<file path="src/rtl/npc_pkg.sv">
// Shared NPC core definitions: ALU operation encoding, RV32I opcodes and the
// FSM state type of the decode stage.
package npc_pkg;

  typedef enum logic [3:0] {
    ALU_ADD,
    ALU_SUB,
    ALU_SLL,
    ALU_SLT,
    ALU_SLTU,
    ALU_XOR,
    ALU_SRL,
    ALU_SRA,
    ALU_OR,
    ALU_AND
  } alu_op_e;

  localparam logic [6:0] OPC_OPIMM  = 7'b0010011;
  localparam logic [6:0] OPC_OP     = 7'b0110011;
  localparam logic [6:0] OPC_LUI    = 7'b0110111;
  localparam logic [6:0] OPC_AUIPC  = 7'b0010111;
  localparam logic [6:0] OPC_JAL    = 7'b1101111;
  localparam logic [6:0] OPC_JALR   = 7'b1100111;
  localparam logic [6:0] OPC_SYSTEM = 7'b1110011;

  localparam logic [31:0] INST_EBREAK = 32'h0010_0073;

  typedef enum logic {
    ST_RUN,
    ST_HALT
  } idu_state_e;

  // 'alt' selects SUB/SRA; it only matters for funct3 000 and 101.
  function automatic alu_op_e funct3_op(input logic [2:0] funct3, input logic alt);
    unique case (funct3)
      3'b000:  return alt ? ALU_SUB : ALU_ADD;
      3'b001:  return ALU_SLL;
      3'b010:  return ALU_SLT;
      3'b011:  return ALU_SLTU;
      3'b100:  return ALU_XOR;
      3'b101:  return alt ? ALU_SRA : ALU_SRL;
      3'b110:  return ALU_OR;
      default: return ALU_AND;
    endcase
  endfunction

endpackage

</file>
<file path="src/rtl/idu_imm_gen.sv">
// Immediate extraction for the decode stage: sign-extended I- and J-type
// immediates and the U-type upper immediate.
module idu_imm_gen #(
  parameter int XLEN = 32
) (
  input  logic [31:0]     inst,
  output logic [XLEN-1:0] imm_i,
  output logic [XLEN-1:0] imm_u,
  output logic [XLEN-1:0] imm_j
);

  assign imm_i = {{(XLEN-12){inst[31]}}, inst[31:20]};
  assign imm_u = XLEN'({inst[31:12], 12'b0});
  assign imm_j = {{(XLEN-20){inst[31]}}, inst[19:12], inst[20], inst[30:21], 1'b0};

endmodule

</file>
<file path="src/rtl/idu_stage.sv">
// RV32I decode stage between IFU and EXU: decodes, reads and forwards operands,
// registers one packet for EXU and halts after EBREAK.
module idu_stage
  import npc_pkg::*;
#(
  parameter  int XLEN    = 32,
  parameter  int NR_REGS = 32,
  localparam int RA_W    = $clog2(NR_REGS)
) (
  input  logic            clk,
  input  logic            rst,
  input  logic            in_valid,
  output logic            in_ready,
  input  logic [31:0]     in_inst,
  input  logic [XLEN-1:0] in_pc,
  output logic [RA_W-1:0] rs1_addr,
  output logic [RA_W-1:0] rs2_addr,
  input  logic [XLEN-1:0] rs1_data,
  input  logic [XLEN-1:0] rs2_data,
  input  logic            wb_wen,
  input  logic [RA_W-1:0] wb_waddr,
  input  logic [XLEN-1:0] wb_wdata,
  output logic            out_valid,
  input  logic            out_ready,
  output logic [3:0]      out_alu_op,
  output logic [XLEN-1:0] out_src1,
  output logic [XLEN-1:0] out_src2,
  output logic [RA_W-1:0] out_rd,
  output logic            out_rf_wen,
  output logic [XLEN-1:0] out_pc,
  output logic            out_jump,
  output logic [XLEN-1:0] out_jtarget,
  output logic            out_illegal,
  output logic            stop
);

  typedef struct packed {
    alu_op_e         op;
    logic [XLEN-1:0] src1;
    logic [XLEN-1:0] src2;
    logic [RA_W-1:0] rd;
    logic            rf_wen;
    logic            jump;
    logic [XLEN-1:0] jtarget;
    logic            illegal;
    logic [XLEN-1:0] pc;
  } pkt_t;

  logic [6:0] opcode;
  logic [2:0] funct3;
  logic [6:0] funct7;
  logic [4:0] rd_idx, rs1_idx, rs2_idx;

  assign opcode  = in_inst[6:0];
  assign funct3  = in_inst[14:12];
  assign funct7  = in_inst[31:25];
  assign rd_idx  = in_inst[11:7];
  assign rs1_idx = in_inst[19:15];
  assign rs2_idx = in_inst[24:20];

  assign rs1_addr = rs1_idx[RA_W-1:0];
  assign rs2_addr = rs2_idx[RA_W-1:0];

  logic [XLEN-1:0] imm_i, imm_u, imm_j;

  idu_imm_gen #(.XLEN(XLEN)) u_imm_gen (
    .inst  (in_inst),
    .imm_i (imm_i),
    .imm_u (imm_u),
    .imm_j (imm_j)
  );

  // A write-back landing this cycle has not reached the regfile yet; x0 never forwards.
  logic [XLEN-1:0] rs1_val, rs2_val;
  assign rs1_val = (rs1_addr == '0) ? '0 :
                   (wb_wen && wb_waddr == rs1_addr) ? wb_wdata : rs1_data;
  assign rs2_val = (rs2_addr == '0) ? '0 :
                   (wb_wen && wb_waddr == rs2_addr) ? wb_wdata : rs2_data;

  pkt_t pkt_d, pkt_q;
  logic use_rd, use_rs1, use_rs2, is_ebreak, illegal;

  // NOTE: every signal written here gets a default first, so no path leaves
  // it unassigned and no latch is inferred.
  always_comb begin
    pkt_d     = '0;
    pkt_d.op  = ALU_ADD;
    pkt_d.pc  = in_pc;
    pkt_d.rd  = rd_idx[RA_W-1:0];
    use_rd    = 1'b0;
    use_rs1   = 1'b0;
    use_rs2   = 1'b0;
    is_ebreak = 1'b0;
    illegal   = 1'b0;

    unique case (opcode)
      OPC_OPIMM: begin
        use_rd     = 1'b1;
        use_rs1    = 1'b1;
        pkt_d.src1 = rs1_val;
        pkt_d.src2 = imm_i;
        pkt_d.op   = funct3_op(funct3, (funct3 == 3'b101) && in_inst[30]);
        if (funct3 == 3'b001 || funct3 == 3'b101) begin
          pkt_d.src2 = XLEN'(in_inst[24:20]);
          illegal    = !(funct7 == 7'b0000000 ||
                         (funct3 == 3'b101 && funct7 == 7'b0100000));
        end
      end
      OPC_OP: begin
        use_rd     = 1'b1;
        use_rs1    = 1'b1;
        use_rs2    = 1'b1;
        pkt_d.src1 = rs1_val;
        pkt_d.src2 = rs2_val;
        if (funct7 == 7'b0000000)
          pkt_d.op = funct3_op(funct3, 1'b0);
        else if (funct7 == 7'b0100000 && (funct3 == 3'b000 || funct3 == 3'b101))
          pkt_d.op = funct3_op(funct3, 1'b1);
        else
          illegal = 1'b1;
      end
      OPC_LUI: begin
        use_rd     = 1'b1;
        pkt_d.src2 = imm_u;
      end
      OPC_AUIPC: begin
        use_rd     = 1'b1;
        pkt_d.src1 = in_pc;
        pkt_d.src2 = imm_u;
      end
      OPC_JAL: begin
        use_rd        = 1'b1;
        pkt_d.src1    = in_pc;
        pkt_d.src2    = XLEN'(4);
        pkt_d.jump    = 1'b1;
        pkt_d.jtarget = in_pc + imm_j;
      end
      OPC_JALR: begin
        use_rd        = 1'b1;
        use_rs1       = 1'b1;
        pkt_d.src1    = in_pc;
        pkt_d.src2    = XLEN'(4);
        pkt_d.jump    = 1'b1;
        pkt_d.jtarget = (rs1_val + imm_i) & ~XLEN'(1);
        illegal       = (funct3 != 3'b000);
      end
      OPC_SYSTEM: begin
        is_ebreak = (in_inst == INST_EBREAK);
        illegal   = !is_ebreak;
      end
      default: illegal = 1'b1;
    endcase

    // RV32E has no x16..x31; any referenced register above x15 is out of range.
    if (NR_REGS == 16 &&
        ((use_rd && rd_idx[4]) || (use_rs1 && rs1_idx[4]) || (use_rs2 && rs2_idx[4])))
      illegal = 1'b1;

    if (illegal) begin
      pkt_d.op      = ALU_ADD;
      pkt_d.src1    = '0;
      pkt_d.src2    = '0;
      pkt_d.jump    = 1'b0;
      pkt_d.jtarget = '0;
    end
    pkt_d.illegal = illegal;
    pkt_d.rf_wen  = use_rd && !illegal && (rd_idx != 5'd0);
  end

  idu_state_e state_q, state_d;
  logic       valid_q, xfer;

  assign in_ready = (state_q == ST_RUN) && (!valid_q || out_ready);
  assign xfer     = in_valid && in_ready;

  always_comb begin
    state_d = state_q;
    if (state_q == ST_RUN && xfer && is_ebreak)
      state_d = ST_HALT;
  end

  // NOTE: sequential state uses non-blocking assignments so every flop samples
  // pre-edge values regardless of statement order.
  always_ff @(posedge clk or negedge rst) begin
    if (!rst) state_q <= ST_RUN;
    else      state_q <= state_d;
  end

  // NOTE: the packet payload is reset as well, because EXU-visible outputs
  // must read zero while in reset, not just out_valid.
  always_ff @(posedge clk or negedge rst) begin
    if (!rst) begin
      pkt_q   <= '0;
      valid_q <= 1'b0;
    end else if (xfer) begin
      pkt_q   <= pkt_d;
      valid_q <= 1'b1;
    end else if (out_ready) begin
      valid_q <= 1'b0;
    end
  end

  assign out_valid   = valid_q;
  assign out_alu_op  = pkt_q.op;
  assign out_src1    = pkt_q.src1;
  assign out_src2    = pkt_q.src2;
  assign out_rd      = pkt_q.rd;
  assign out_rf_wen  = pkt_q.rf_wen;
  assign out_pc      = pkt_q.pc;
  assign out_jump    = pkt_q.jump;
  assign out_jtarget = pkt_q.jtarget;
  assign out_illegal = pkt_q.illegal;
  assign stop        = (state_q == ST_HALT);

endmodule

</file>
<file path="config.mk">
export PLATFORM = sky130hd
export DESIGN_NAME = idu_stage
export DESIGN_NICKNAME = d
export VERILOG_FILES = /design/src/rtl/npc_pkg.sv /design/src/rtl/idu_imm_gen.sv /design/src/rtl/idu_stage.sv
export SDC_FILE = /design/constraint.sdc
export NUM_CORES = 1
export LEC_CHECK = 0
export ABC_AREA = 1
export BUFFER_PORTS_ARGS = -buffer_cell sky130_fd_sc_hd__buf_4
export CAP_MARGIN = 20
export CORE_MARGIN = 5
export CORE_UTILIZATION = 35
export DETAILED_ROUTE_END_ITERATION = 7
export GPL_TIMING_DRIVEN = 0
export PLACE_DENSITY = 0.63
export REMOVE_ABC_BUFFERS = 1
export SLEW_MARGIN = 5
export SYNTH_ARGS = -nofsm -noshare
export SYNTH_HDL_FRONTEND = slang
export SYNTH_SLANG_ARGS = --single-unit
</file>
<file path="constraint.sdc">
create_clock -name clk -period 1.77 [get_ports clk]
set_input_delay 0.2655 -clock clk [delete_from_list [all_inputs] [get_ports clk]]
set_output_delay 0.2655 -clock clk [all_outputs]
set_load 0.005 [all_outputs]
</file>
==> metrics.md, run 1 <==
| Metric | Value |
|---|---|
| Routability congestion estimate | approximately 0.9 |
| Status | finished with violations |
| Post-synth ARST share | 100.0% |
| Max_cap viols | 0 |
| Initial DRC Count | 1,483 |
| Post-synthesis compound-gate area fraction | about 26% |
| First-pass GRT wire length | ~83,000 um |
| Initial antenna violation count | 1 |
| DRC Markers | 0 |
| WP data required | between 2000 and 2500 ps |
| Failing checks | negative setup slack |
| Seq cells post-synth | 142 |
| Vias in the first global route | 13,586 |
| IO buf count | 322 |
| FF+latch area | 3556 sq um |
| Final hold violations | 0 |
| Clock Skews | 7.909 ps |
| CTS tree | built |
| Worst slew pin tran | 737.6 ps |
| Post-synthesis xor/xnor area fraction | 0.9523% |
| Pre-Repair DR Iteration Count | 8 |
| Gr usage total | roughly 30% |
| Max Clock Freq | roughly 370 MHz |
| Avg Cell Area, Syn | 6.881 sq um |
| Final instance area | around 18,000 sq um |
| TritonCTS buffer count | 17 |
| Initial Util | a little over a third |
| Multiplexer share of the synthesized area | 0% |
| Die area | about 35,000 sq um |
| Crit path from | in_inst[16] |
| FP Rows | 65 |
| Critical Path End Type | flip-flop |
| Slew Viols, Final | 0 |
| # IOs | 323 |
| Place WS | -3556 ps |
| Post-synth EDFFs | 0 |
| Crit path time final | 2732 ps |
| Slew HR | 50.77% |
| Clk pin slew, worst setup/hold paths | 60 ps |
| Area of the multi-input gates | 8132 sq um |
| RSZ-0062 raised after global routing | true |
| Worst-path fanout max | 8 |
| Main flop type after synthesis | dfrtp_1 |
| CP Class | primary input to flip-flop |
| Worst Path Arrival | 3060 ps |
| Yosys warnings | 0 |
| Crit share post-route | 154.3% |
| Post-DR wirelength/cell | 23.73 um |
| Reg-to-Reg Start | stop |
| Cell Area, Synth | ~11,000 sq um |
| Synth cell types | 51 |
| Fill cell instance count of the final layout | 2,852 |
| Overflow after GRT | 0 |
| Leakage | 8.614 nW |
| Final wirelength | ~58,000 um |
| Pwr dens | 635.8 nW/um^2 |
| CTS root buf | clkbuf_16 |
| Setup slack, reg-to-reg | -100 ps |
| CP Launch Type | primary input |
| Final setup viols | 103 |
| FF-to-FF End | out_jtarget[12] |
| Area of placed instances | 13,830 sq um |
| Via-to-Cell Ratio | roughly 5.7 |
| Final setup margin | -961.5 ps |
| Largest net degree at the start of global routing | 77 |
| # clock sinks | 142 |
| Share of cells above drive strength 1 | approximately 41% |
| Maximum buffer depth of the clock tree | 2 |
| Clk_lat worst skew | 450 ps |
| Routed Antenna Nets | 0 |
| Total Nets Final | between 2,000 and 2,500 |
| Largest family of logic cells by synthesized area | compound AO/OA/AOI/OAI gates |
| Synth Area in Adders | 7.165% |
| Worst Reg-to-Reg Cells | 9 |
| Worst IR Drop VDD | roughly 760 uV |
| Worst Setup EP | out_jtarget[20] |
| Hpwl dp | ~40,000 um |
| Simple-Gate Fraction of Synth Area | 24.66% |
| Seq/Total Area, Yosys | 32.20% |
| Cell count after synthesis | roughly 1,600 |
| Area Overhead vs Synth | 61.18% |
| Min-Delay Path Class | primary input to flip-flop |
| Die X | 187.6 um |
| CTS H-Tree Depth | 4 |
| Core Region | 31,310 sq um |
| Die Ht | 187.6 um |
| Worst Hold Depth | 3 |
| Vias post-DR | 13,915 |
==> timing repair <==
item | CTS | global route
buffers inserted | 94 | 38
resized for setup | 340 | 134
hold endpoints to repair | 75 | 0
hold buffers | 1 | 0
pin swaps | 87 | 102
setup endpoints to repair | 139 | 103
cloned | 15 | 10
==> layout make-up <==
| type | instances | area share [%] |
|---|---|---|
| multi-input combinational | 1214 | 45.71 |
| tap | 402 | 2.827 |
| timing repair buffer | 470 | 22.96 |
| clock buffer | 22 | 2.778 |
| timing repair inverter | 8 | 0.4501 |
| inverter | 184 | 4.396 |
| sequential | 142 | 19.99 |
| clock inverter | 9 | 0.8721 |
| antenna | 1 | 0.01407 |
==> state kept, by name, summed over array words and instances (netlist names) <==
signal       count
out_illegal      1
out_rf_wen       1
out_alu_op       4
out_jump         1
out_rd           5
out_src2        32
out_src1        32
stop             1
out_valid        1
out_pc          32
out_jtarget     32
==> worst max-delay path: stages <==
cell and delay (ps):
buf_12 110, inv_6 40, nand2_4 60, nand2_4 60, nor2_4 140, nand3_4 160, clkinvlp_4 170, buf_12 150
nand2_2 80, a21oi_4 260, ha_4 270, a21oi_1 170, inv_1 100, a21oi_2 140, a21boi_4 260, o21ai_2 100
buf_4 140, o21ai_1 130, a21oi_2 80, a21o_1 160
==> cells in the mapped netlist, types with 6 or more instances <==
cell,count,area share (%)
a21oi_1,126,5.7
dfrtp_1,142,32
buf_4,10,0.68
ha_1,60,6.8
nand3_1,55,2.5
o21a_1,9,0.61
o22ai_1,18,1.0
nor3_1,16,0.73
o21ai_2,30,2.4
a22o_1,45,3.6
a21o_1,7,0.48
o221ai_1,14,1.1
nor2_1,132,4.5
or2_2,13,0.74
inv_1,178,6.1
xor2_1,7,0.56
o21ai_1,6,0.27
buf_2,7,0.32
nand4_1,8,0.45
nand2_1,433,15
o211ai_1,13,0.88
o21ai_0,166,7.5
clkbuf_1,48,1.6
==> stage by stage <==
stage	total power [mW]	utilization [%]	TNS, ps	hold slack, ps	std cells
final	11.31	56.82	-60510	31.90	2452
after global routing	11.73	56.82	-67940	49.94	2452
after CTS	10.91	53.69	-25960	21.20	2406
after detailed placement	6.080	44.18	-215860	282.9	2265
after global placement	6.041	43.50	-802810	465.4	2257
after floorplan	4.830	-	-361640	-30.09	1533
==> per-layer routing <==
metal  global-route usage [%]  up-vias  routed length [um]
li1                         -     6275                   -
met2                    50.98      819               27070
met5                        0        -                   0
met1                    37.72     6595               22500
met3                    5.994      226                5104
met4                    14.43        0                3527
==> kinds of logic after synthesis <==
logic type      after synthesis
xor+xnor                     12
compound gates              463
fa+ha+maj                    62
flops                       142
buf+inv                     255
simple gates                670
==> layout by cell type, fill, tap and decap left out, drive strengths merged, types with 5 or more instances in the layout <==
cell	Yosys	routed
xnor2	5	5
xor2	7	7
ha	60	60
buf	23	463
inv	183	179
clkbuf	48	27
o21a	10	10
o21ai	202	202
nor3	17	17
o221ai	14	14
a221oi	5	5
or2	16	19
a21o	7	7
o22ai	18	18
dfrtp	142	142
clkinvlp	0	11
nor2	133	133
a22o	45	45
a21boi	6	6
nand4	8	8
nand2	433	435
clkinv	1	7
nand3	56	58
o211ai	13	13
a21oi	126	126
==> where the power goes <==
part	internal (mW)	switching, mW	total, mW
combinational	1.60	2.13	3.73
clock	2.54	1.59	4.14
sequential	3.37	0.0761	3.44
total	7.51	3.80	11.3
==> worst min path at each step <==
stage | start | endpoint | slack (ps)
5_1_grt | in_inst[9] | out_rd[2] | 50
4_1_cts | in_inst[8] | out_rd[1] | 20
3_3_place_gp | out_jtarget[20] | out_jtarget[20] | 470
2_1_floorplan | rst | out_alu_op[0] | -30
3_5_place_dp | rst | out_src2[23] | 280
6_report | in_inst[8] | out_rd[1] | 30
Note: power is estimated with default switching activity, not from simulation.
==> run 2: changes to the inputs <==
- PLACE_DENSITY: 0.63 -> 0.62
- SYNTH_HIERARCHICAL: default -> 1
==> run 2 against run 1 <==
The flow still finishes with violations (negative setup slack). Global-route usage down 2.3 points. Final area up 4.2%. Sequential cell count unchanged. Register-to-register slack worse by 40 ps. Worst hold slack better by 1.8 ps.
==> metrics.md, run 2 <==
| Metric | Value |
|---|---|
| Status | finished with violations |
| Failing checks | negative setup slack |
| Total Power | 11.00 mW (-2.7%) |
| Area of placed instances | 14,300 sq um (+3.4%) |
| Worst Reg-to-Reg Cells | 11 (+2) |
| Crit path from | in_inst[19] |
| Worst Path Arrival | 3040 ps (-20 ps) |
| Synth cell types | 54 (+5.9%) |
| CP max-delay cell | or2_4 |
| Cell count after synthesis | 1,717 (+7.0%) |
| Area leader, netlist | dfrtp_1 |
| Slew HR | 56.18% (+5.4 points) |
| Routability congestion estimate | 0.9213 (-0.29%) |
| Clk pin slew, worst setup/hold paths | 60 ps (about the same) |
| Overflow after GRT | 0 (unchanged) |
| Reg-to-Reg Start | out_valid |
| # clock sinks | 142 (unchanged) |
| Cell total after placement | 2,342 (+3.4%) |
| Synth area leaders | dfrtp_1 (30%), nand2_1 (13%), o21ai_0 (7.2%) |
| Yosys warnings | 6 (+6) |
| Crit-path most repeated cell | nand2_2 |
| WP data required | 2100 ps (about the same) |
| CP peak stage delay | 250 ps (-20 ps) |
| Clk_lat worst skew | 460 ps (about the same) |
| Setup TNS | -27,450 ps (+33,060 ps) |
| RSZ-0062 raised after global routing | true |
| Most common cell in the synthesized netlist | nand2_1 |
| CTS tree | built |
| Core Util, Final | 55.01% (-1.8 points) |
| FP Rows | 67 (+3.1%) |
| Routed Antenna Nets | 0 (unchanged) |
| Final setup margin | -935.7 ps (+25.87 ps) |
| Crit path time final | 2706 ps (-25.87 ps) |
| Crit share post-route | 152.9% (-1.5 points) |
| Avg Cell Area, Syn | 7.006 sq um (+1.8%) |
| Max Clock Freq | 369.6 MHz (+0.96%) |
| Worst slew pin tran | 651.3 ps (-86.34 ps) |
| Worst IR Drop VDD | 700.7 uV (-8.0%) |
| Vias post-DR | 14,327 (+3.0%) |
| Pre-Repair DR Iteration Count | 8 (unchanged) |
| Via-to-Cell Ratio | 5.672 (about the same) |
| CTS root buf | clkbuf_16 |
| Yosys top cell area share | 29.54% (-2.7 points) |
| Clock Skews | 13.31 ps (+5.405 ps) |
| Seq cells post-synth | 142 (unchanged) |
| Setup slack, reg-to-reg | -140 ps (-40 ps) |
| Commonest non-fill, non-tap cells in the layout | buf_4 (404), nand2_1 (332), inv_1 (141), dfrtp_1 (141), o21ai_0 (138) |
| Gr usage total | 28.17% (-2.3 points) |
| Commonest non-fill, non-tap cell in the layout | buf_4 |
| Area Overhead vs Synth | 54.12% |
| Commonest cells post-synth | nand2_1 (415), o21ai_0 (172), inv_1 (171) |
| Final wirelength | 59,290 um (+1.9%) |
| CP Class | primary input to flip-flop |
| Final instance area | 18,540 sq um (+4.2%) |
| Critical Path End Type | flip-flop |
| Total Nets Final | 2,298 (+1.3%) |
| FF-to-FF End | out_src2[12] |
| IO buf count | 322 (unchanged) |
| First-pass GRT wire length | 83,570 um (+1.1%) |
| Cell Area, Synth | 12,030 sq um (+9.0%) |
| Antenna diodes | 0 (-1) |
| Largest net degree at the start of global routing | 77 (unchanged) |
| Main flop type after synthesis | dfrtp_1 |
| Hpwl dp | 38,040 um (-2.7%) |
| Initial DRC Count | 1,366 (-7.9%) |
| Max_cap viols | 0 (unchanged) |
| Post-synth ARST share | 100.0% (unchanged) |
| Post-DR wirelength/cell | 23.47 um (-1.1%) |
| Share of cells above drive strength 1 | 40.66% (-0.53 points) |
| Initial antenna violation count | 0 (-1) |
| Final cell count without fillers | 2,526 (+3.0%) |
| Leakage | 8.939 nW (+3.8%) |
| Final setup viols | 91 (-12%) |
| Die X | 195.4 um (+4.2%) |
| Pwr dens | 593.5 nW/um^2 (-6.7%) |
| Core Region | 33,700 sq um (+7.6%) |
| Vias in the first global route | 13,654 (+0.50%) |
| Seq/Total Area, Yosys | 29.54% (-2.7 points) |
| Post-synth EDFFs | 0 (unchanged) |
| Slew Viols, Final | 0 (unchanged) |
| Final hold violations | 0 (unchanged) |
| DRC Markers | 0 (unchanged) |
| CP Launch Type | primary input |
| Die Ht | 195.4 um (+4.2%) |
| Min-Delay Path Class | primary input to flip-flop |
| Worst Setup EP | out_jtarget[18] |
| CTS H-Tree Depth | 4 (unchanged) |
| Die area | 38,180 sq um (+8.5%) |
| Place WS | -2467 ps (+1089 ps) |
| Worst-path fanout max | 8 (unchanged) |
| # IOs | 323 (unchanged) |
| Initial Util | 35.69% (+0.45 points) |
| TritonCTS buffer count | 17 (unchanged) |
| Hold Slack | 33.73 ps (+1.829 ps) |
| Maximum buffer depth of the clock tree | 2 (unchanged) |
run 2: worst max-delay path, delay by kind of cell:
family | cells | cell delay (ps)
AND/OR/NAND/NOR | 14 | 1250
buffers and inverters | 5 | 510
AO/OA/AOI/OAI | 5 | 770
adder cells (fa/ha/maj) | 1 | 230
run 2: cells by family after synthesis:
group | Yosys count | share of synthesized area [%]
AOI/OAI and AO/OA | 502 | 25.98
xor gates and xnor gates | 10 | 0.7281
adders and majority gates | 63 | 6.678
buffers and inverters | 348 | 14.37
DFF | 142 | 29.54
other | 1 | 0.03117
and+or+nand+nor | 651 | 22.66
run 2: area by class of cell:
class,instances,area (sq um)
fill,3103,15160
multi-input combinational,1244,8725
timing repair buffer,477,4295
sequential,142,3555
inverter,179,799.5
tap,448,560.5
clock buffer,19,432.9
clock inverter,13,131.4
timing repair inverter,4,40.04
run 2: routing by layer:
metal | track usage [%] | wire (um) | vias to the layer above
met5 | 0 | 0 | -
met4 | 11.35 | 3190 | 0
met3 | 5.618 | 4802 | 210
met2 | 47.31 | 27830 | 756
met1 | 35.54 | 23470 | 6894
li1 | - | - | 6467
run 2: timing repair:
item	in CTS	in global routing
pin swaps	67	92
hold endpoints to repair	66	0
gates resized for setup	328	237
cloned	13	4
setup endpoints to repair	102	101
setup buffers	90	53
hold buffers	1	0
run 2: worst min-delay path by stage:
| stage | from | end | slack [ps] | depth (start not counted) |
|---|---|---|---|---|
| after global routing | in_inst[11] | out_rd[4] | 30 | 3 |
| after global placement | out_src2[26] | out_src2[26] | 460 | 1 |
| final | in_inst[8] | out_rd[1] | 30 | 3 |
| after CTS | in_inst[8] | out_rd[1] | 20 | 3 |
| after floorplan | rst | out_alu_op[0] | -30 | 0 |
| after detailed placement | rst | out_src1[30] | 250 | 1 |
run 2: power breakdown:
group	internal, mW	switching [mW]	total, mW	leakage (nW)
clock network	1.97	1.73	3.69	0.259
logic	1.67	2.20	3.87	6.77
registers	3.37	0.0750	3.44	1.91
total	7.00	4.00	11.0	8.94
